$ cat config.mk
export PLATFORM = sky130hd
export DESIGN_NAME = seg_scan_display_flat
export DESIGN_NICKNAME = d
export VERILOG_FILES = /design/src/rtl/seg_pkg.sv /design/src/rtl/seg_scan_display_if.sv /design/src/rtl/hex7seg_decode.sv /design/src/rtl/seg_scan_display.sv /design/src/flat_wrapper.sv
export SDC_FILE = /design/constraint.sdc
export NUM_CORES = 1
export LEC_CHECK = 0
export CAP_MARGIN = 20
export CELL_PAD_IN_SITES_DETAIL_PLACEMENT = 0
export CELL_PAD_IN_SITES_GLOBAL_PLACEMENT = 1
export CORE_MARGIN = 4
export CORE_UTILIZATION = 30
export CTS_BUF_LIST = sky130_fd_sc_hd__clkbuf_2 sky130_fd_sc_hd__clkbuf_4 sky130_fd_sc_hd__clkbuf_8
export DETAILED_ROUTE_END_ITERATION = 10
export PLACE_DENSITY_LB_ADDON = 0.05
export SYNTH_ARGS = -nofsm -noshare
export SYNTH_HDL_FRONTEND = slang
export SYNTH_SLANG_ARGS = --single-unit
$ cat constraint.sdc
create_clock -name clk -period 4.2 [get_ports clk]
set_input_delay 0.84 -clock clk [delete_from_list [all_inputs] [get_ports clk]]
set_output_delay 0.84 -clock clk [all_outputs]
set_load 0.01 [all_outputs]
$ cat src/rtl/seg_pkg.sv
// seg_pkg: shared constants for the 7-segment scan display
// Holds the hex-to-segment table (active low, dp off), blank/dash codes and digit count.
package seg_pkg;
  localparam int NUM_DIGITS = 8;
  localparam logic [7:0] SEG_BLANK = 8'hFF;
  localparam logic [7:0] SEG_DASH = 8'hBF;
  localparam logic [15:0][7:0] HEX_SEG = {
    8'h8E, 8'h86, 8'hA1, 8'hC6, 8'h83, 8'h88, 8'h90, 8'h80,
    8'hF8, 8'h82, 8'h92, 8'h99, 8'hB0, 8'hA4, 8'hF9, 8'hC0
  };
endpackage

$ cat src/rtl/seg_scan_display_if.sv
// seg_scan_display_if: display word in, scanned digit bus out
// data[32:1] value, data[0] valid; which = digit index; seg = active-low segments; frame_tick = snapshot pulse.
interface seg_scan_display_if;
  logic [32:0] data;
  logic [2:0] which;
  logic [7:0] seg;
  logic frame_tick;
  modport master (output data, input which, seg, frame_tick);
  modport slave (input data, output which, seg, frame_tick);
endinterface

$ cat src/rtl/hex7seg_decode.sv
// hex7seg_decode: 4-bit nibble to active-low 7-segment code
// Ports: nibble in, seg out (dp off).
module hex7seg_decode
  import seg_pkg::*;
(
  input  logic [3:0] nibble,
  output logic [7:0] seg
);
  assign seg = HEX_SEG[nibble];
endmodule

$ cat src/rtl/seg_scan_display.sv
// seg_scan_display: time-multiplexes a 32-bit word as 8 hex digits on one 7-segment bus
// Ports: clk, Rst (async active-high), bus (slave: data in; which, seg, frame_tick out).
// Optional SEG_LEADING_ZERO_BLANK_EN blanks leading zero digits of a valid word.
module seg_scan_display
  import seg_pkg::*;
#(
  parameter int CLK_DIV = 100000,
  parameter int BLANK_CYC = 2
) (
  input logic clk,
  input logic Rst,
  seg_scan_display_if.slave bus
);
  localparam int PW = $clog2(CLK_DIV);
  logic [PW-1:0] prescaler;
  logic [2:0] digit;
  logic [32:0] snap;
  logic [31:0] value;
  logic [3:0] nibble;
  logic [7:0] hex_seg, seg_next;
  logic slot_tick, frame_edge, lz_blank;
  assign slot_tick = prescaler == PW'(CLK_DIV - 1);
  assign frame_edge = slot_tick && digit == 3'd7;
  assign value = snap[32:1];
  assign nibble = value[{digit, 2'b00} +: 4];
  assign bus.which = digit;
  hex7seg_decode u_dec (.nibble(nibble), .seg(hex_seg));
`ifdef SEG_LEADING_ZERO_BLANK_EN
  logic [NUM_DIGITS-1:0] lz_mask, lz_next;
  // digit k is a leading zero when every nibble from k upward is zero; digit 0 always shows
  always_comb begin
    lz_next = '0;
    for (int k = 1; k < NUM_DIGITS; k++) lz_next[k] = (bus.data[32:1] >> (4 * k)) == 32'd0;
  end
  always_ff @(posedge clk or posedge Rst)
    if (Rst) lz_mask <= '0;
    else if (frame_edge) lz_mask <= lz_next;
  assign lz_blank = lz_mask[digit];
`else
  assign lz_blank = 1'b0;
`endif
  // blanking window first, then invalid dash, then leading-zero blank, then the digit
  assign seg_next = prescaler < PW'(BLANK_CYC) ? SEG_BLANK :
                    !snap[0] ? SEG_DASH :
                    lz_blank ? SEG_BLANK : hex_seg;
  always_ff @(posedge clk or posedge Rst)
    if (Rst) begin
      prescaler <= '0;
      digit <= '0;
      snap <= '0;
      bus.seg <= SEG_BLANK;
      bus.frame_tick <= 1'b0;
    end else begin
      prescaler <= slot_tick ? '0 : prescaler + 1'b1;
      digit <= digit + {2'b00, slot_tick};
      snap <= frame_edge ? bus.data : snap;
      bus.seg <= seg_next;
      bus.frame_tick <= frame_edge;
    end
endmodule
$ cat src/flat_wrapper.sv
// flat-port wrapper written by rule: the top's interface ports become plain ports
module seg_scan_display_flat import seg_pkg::*;
#(
  parameter int CLK_DIV = 100000,
  parameter int BLANK_CYC = 2
)
  (clk, Rst, bus_data, bus_which, bus_seg, bus_frame_tick);
  seg_scan_display_if bus_i ();
  input logic clk;
  input logic Rst;
  input wire logic [$bits(bus_i.data)-1:0] bus_data;
  output wire logic [$bits(bus_i.which)-1:0] bus_which;
  output wire logic [$bits(bus_i.seg)-1:0] bus_seg;
  output wire logic [$bits(bus_i.frame_tick)-1:0] bus_frame_tick;
  assign bus_i.data = bus_data;
  assign bus_which = bus_i.which;
  assign bus_seg = bus_i.seg;
  assign bus_frame_tick = bus_i.frame_tick;
  seg_scan_display #(.CLK_DIV(CLK_DIV), .BLANK_CYC(BLANK_CYC)) u_core (.clk(clk), .Rst(Rst), .bus(bus_i));
endmodule
==> metrics.txt <==
gr ovfl total 0; Area Growth Syn to Fin 23.4%; register area share after synthesis 0.519; Routed Antenna Nets 0; status finished, final reports clean; first-pass GRT wire length 9.90 mm; number of global-route vias before repair 1,932; Ys Warns 0; cell accounting for the most synthesized area dfrtp_1; max-slew violations 0; initial antenna violation count 0; Rel. slew slack 0.457; flops & latches, synth 61; fillers 928; placed inst area 0.00347 mm2; critical-path maximum fanout 15; full die area 0.0115 mm2; critical path capture point type register; static leakage 1.63 nW; Design Area, Final 0.00365 mm2; max-cap viol count 0; critical path class reg -> reg; post-CTS sizing 0; Net Sw Power 269 uW; crit path time final 2780 ps; Avg Cell Area, Syn 13.3 um2; Post-CTS Setup Bufs 0; clock share of power 0.430; overall die height 107 um; Seq pwr share 0.529; WL final 5.94 mm; total track usage 0.113; share of layout cells above drive strength 1 0.238; ys async rst share 1.00; row cnt 35; CTS tree done; per-cell routed wire length 14.8 um; Worst EP required 4470 ps; hold_sp u_core.snap[2]; DR iter-0 viols 15; CP arrival 3040 ps; Final nets 313; Clock Latency Late Sink 340 ps; Post-DP HPWL 4.28 mm; maximum clock frequency 360 MHz; DRC Markers 0; core area 0.00942 mm2; antenna cells 0; Sw Share 0.243; Logic pwr share 0.040; Worst-Margin Slew 815 ps; endpoints failing setup 0; share of the synthesized area in the top cell type 0.456; Tcrit/Tclk final 0.661; Post-CTS Hold Fix Bufs 0; RePlAce Congestion 0.688; Post-Syn Nets 267; main area contributors after synthesis dfrtp_1 (46%), mux2_2 (13%), dfstp_2 (6.2%); Worst Setup Start Kind register; ys flop type dfrtp_1; pwr dens 304 mW/mm2; CTS root buf clkbuf_8; type of the tightest min-delay check reg -> reg; H-tree depth 3; synth cell count leaders dfrtp_1 (54), mux2_2 (33), nor2_1 (13); Fin Setup TNS 0 ps; Syn Std Cell Area 0.00296 mm2; internal power 840 uW; IO Pins 47; port bufs 45; launch point of the worst path u_core.bus.which[0]; Fin. Hold Viols 0; Max rail drop VDD 160 uV; via count 1,839; largest net degree at the start of global routing 35; effective utilization at floorplan 0.314; Unique masters post-synth 39; RSZ-0062 raised after global routing false; Clock Skews 11.9 ps; Vias/cell 4.57; pre-CTS setup slack 1370 ps; Pre-antenna DRT Iters 4; Post-synth EDFFs 0; Die X 107 um; CTS Sinks 61; Synth Instances 222; Reg area 0.00154 mm2; CTS Buf Count 9; top-count cell post-synth dfrtp_1; post-route setup slack 1420 ps; Reg-to-Reg Start u_core.bus.which[0]; CTS Buffer Depth 2; Multi-input gate area 0.00129 mm2; Clk pin slew, worst setup/hold paths 80 ps
[cell families after synthesis]
group,after synthesis,share of synthesized area
other cells,1,0.00127
xor+xnor,16,0.0473
compound gates,12,0.0304
buf+inv,17,0.0448
fa+ha+maj,10,0.0423
simple gates,53,0.0930
flops,61,0.519
mux,52,0.222
[area by class of cell]
cell class / count / area share
multi-input cells: 144 / 0.354
clock buffers: 10 / 0.0360
inverters: 5 / 0.00514
repair buffers: 47 / 0.127
flip-flops and latches: 61 / 0.420
well taps: 129 / 0.0442
clock inverters: 6 / 0.0134
[power groups by stage]
stage / Combinational [mW] / Sequential [mW] / Clock, mW
floorplan: 0.00985 / 0.599 / 0
global placement: 0.0469 / 0.598 / 0
detailed placement: 0.0468 / 0.598 / 0
CTS: 0.0468 / 0.587 / 0.500
global route: 0.0499 / 0.587 / 0.525
finish: 0.0449 / 0.587 / 0.477
[critical path: stages, from the launching register on]
cell,delay [ps]
dfrtp_1,840
mux4_1,700
mux2i_2,340
inv_1,190
ha_1,230
mux2i_1,130
o22ai_1,90
a21o_1,180
[metrics by stage]
step | instances | total power [mW] | utilization | hold slack [ps]
after global routing | 402 | 1.16 | 0.388 | 517
final | 402 | 1.11 | 0.388 | 484
after detailed placement | 386 | 0.645 | 0.369 | 475
after floorplan | 222 | 0.608 | - | 450
after global placement | 386 | 0.645 | 0.369 | 468
after CTS | 402 | 1.13 | 0.388 | 495
[state kept, by name, summed over array words and instances, names as in the netlist]
signal                 count
u_core.bus.frame_tick      1
u_core.bus.seg             7
u_core.bus.which           3
u_core.prescaler          17
u_core.snap               33
[layer usage]
layer	wire length, um	GRT usage	vias to the layer above
met5	0	0	-
met1	2770	0.149	901
met4	55	0.0298	0
met3	278	0.0438	7
li1	-	-	891
met2	2840	0.175	40
[path summary, 6_finish.rpt]
kind | end | slack (ps) | cells past startpoint
setup / recovery | u_core.bus.seg[6] | 1420 | 7
hold / removal | u_core.snap[2] | 480 | 1
setup reg to reg | u_core.bus.seg[6] | 1420 | 7
hold reg to reg | u_core.snap[2] | 480 | 1
max in group asynchronous | u_core.bus.seg[6] | 2420 | 3
min in group asynchronous | u_core.snap[32] | 890 | 2
[cells in the final DEF, fill, tap and decap left out, types with 4 or more instances in the layout]
cell,netlist,routed
mux2i_1,10,10
nand2_1,8,8
ha_1,10,10
dfrtp_1,54,54
clkdlybuf4s50_1,0,45
xor2_1,8,8
clkbuf_8,0,9
inv_1,5,4
dfstp_2,7,7
mux2_2,33,33
mux4_1,4,4
nor2_1,13,13
nand4_1,5,5
nor3_1,4,4
xnor2_1,8,8
nand3_1,8,8
Note: power is estimated with default switching activity, not from simulation.
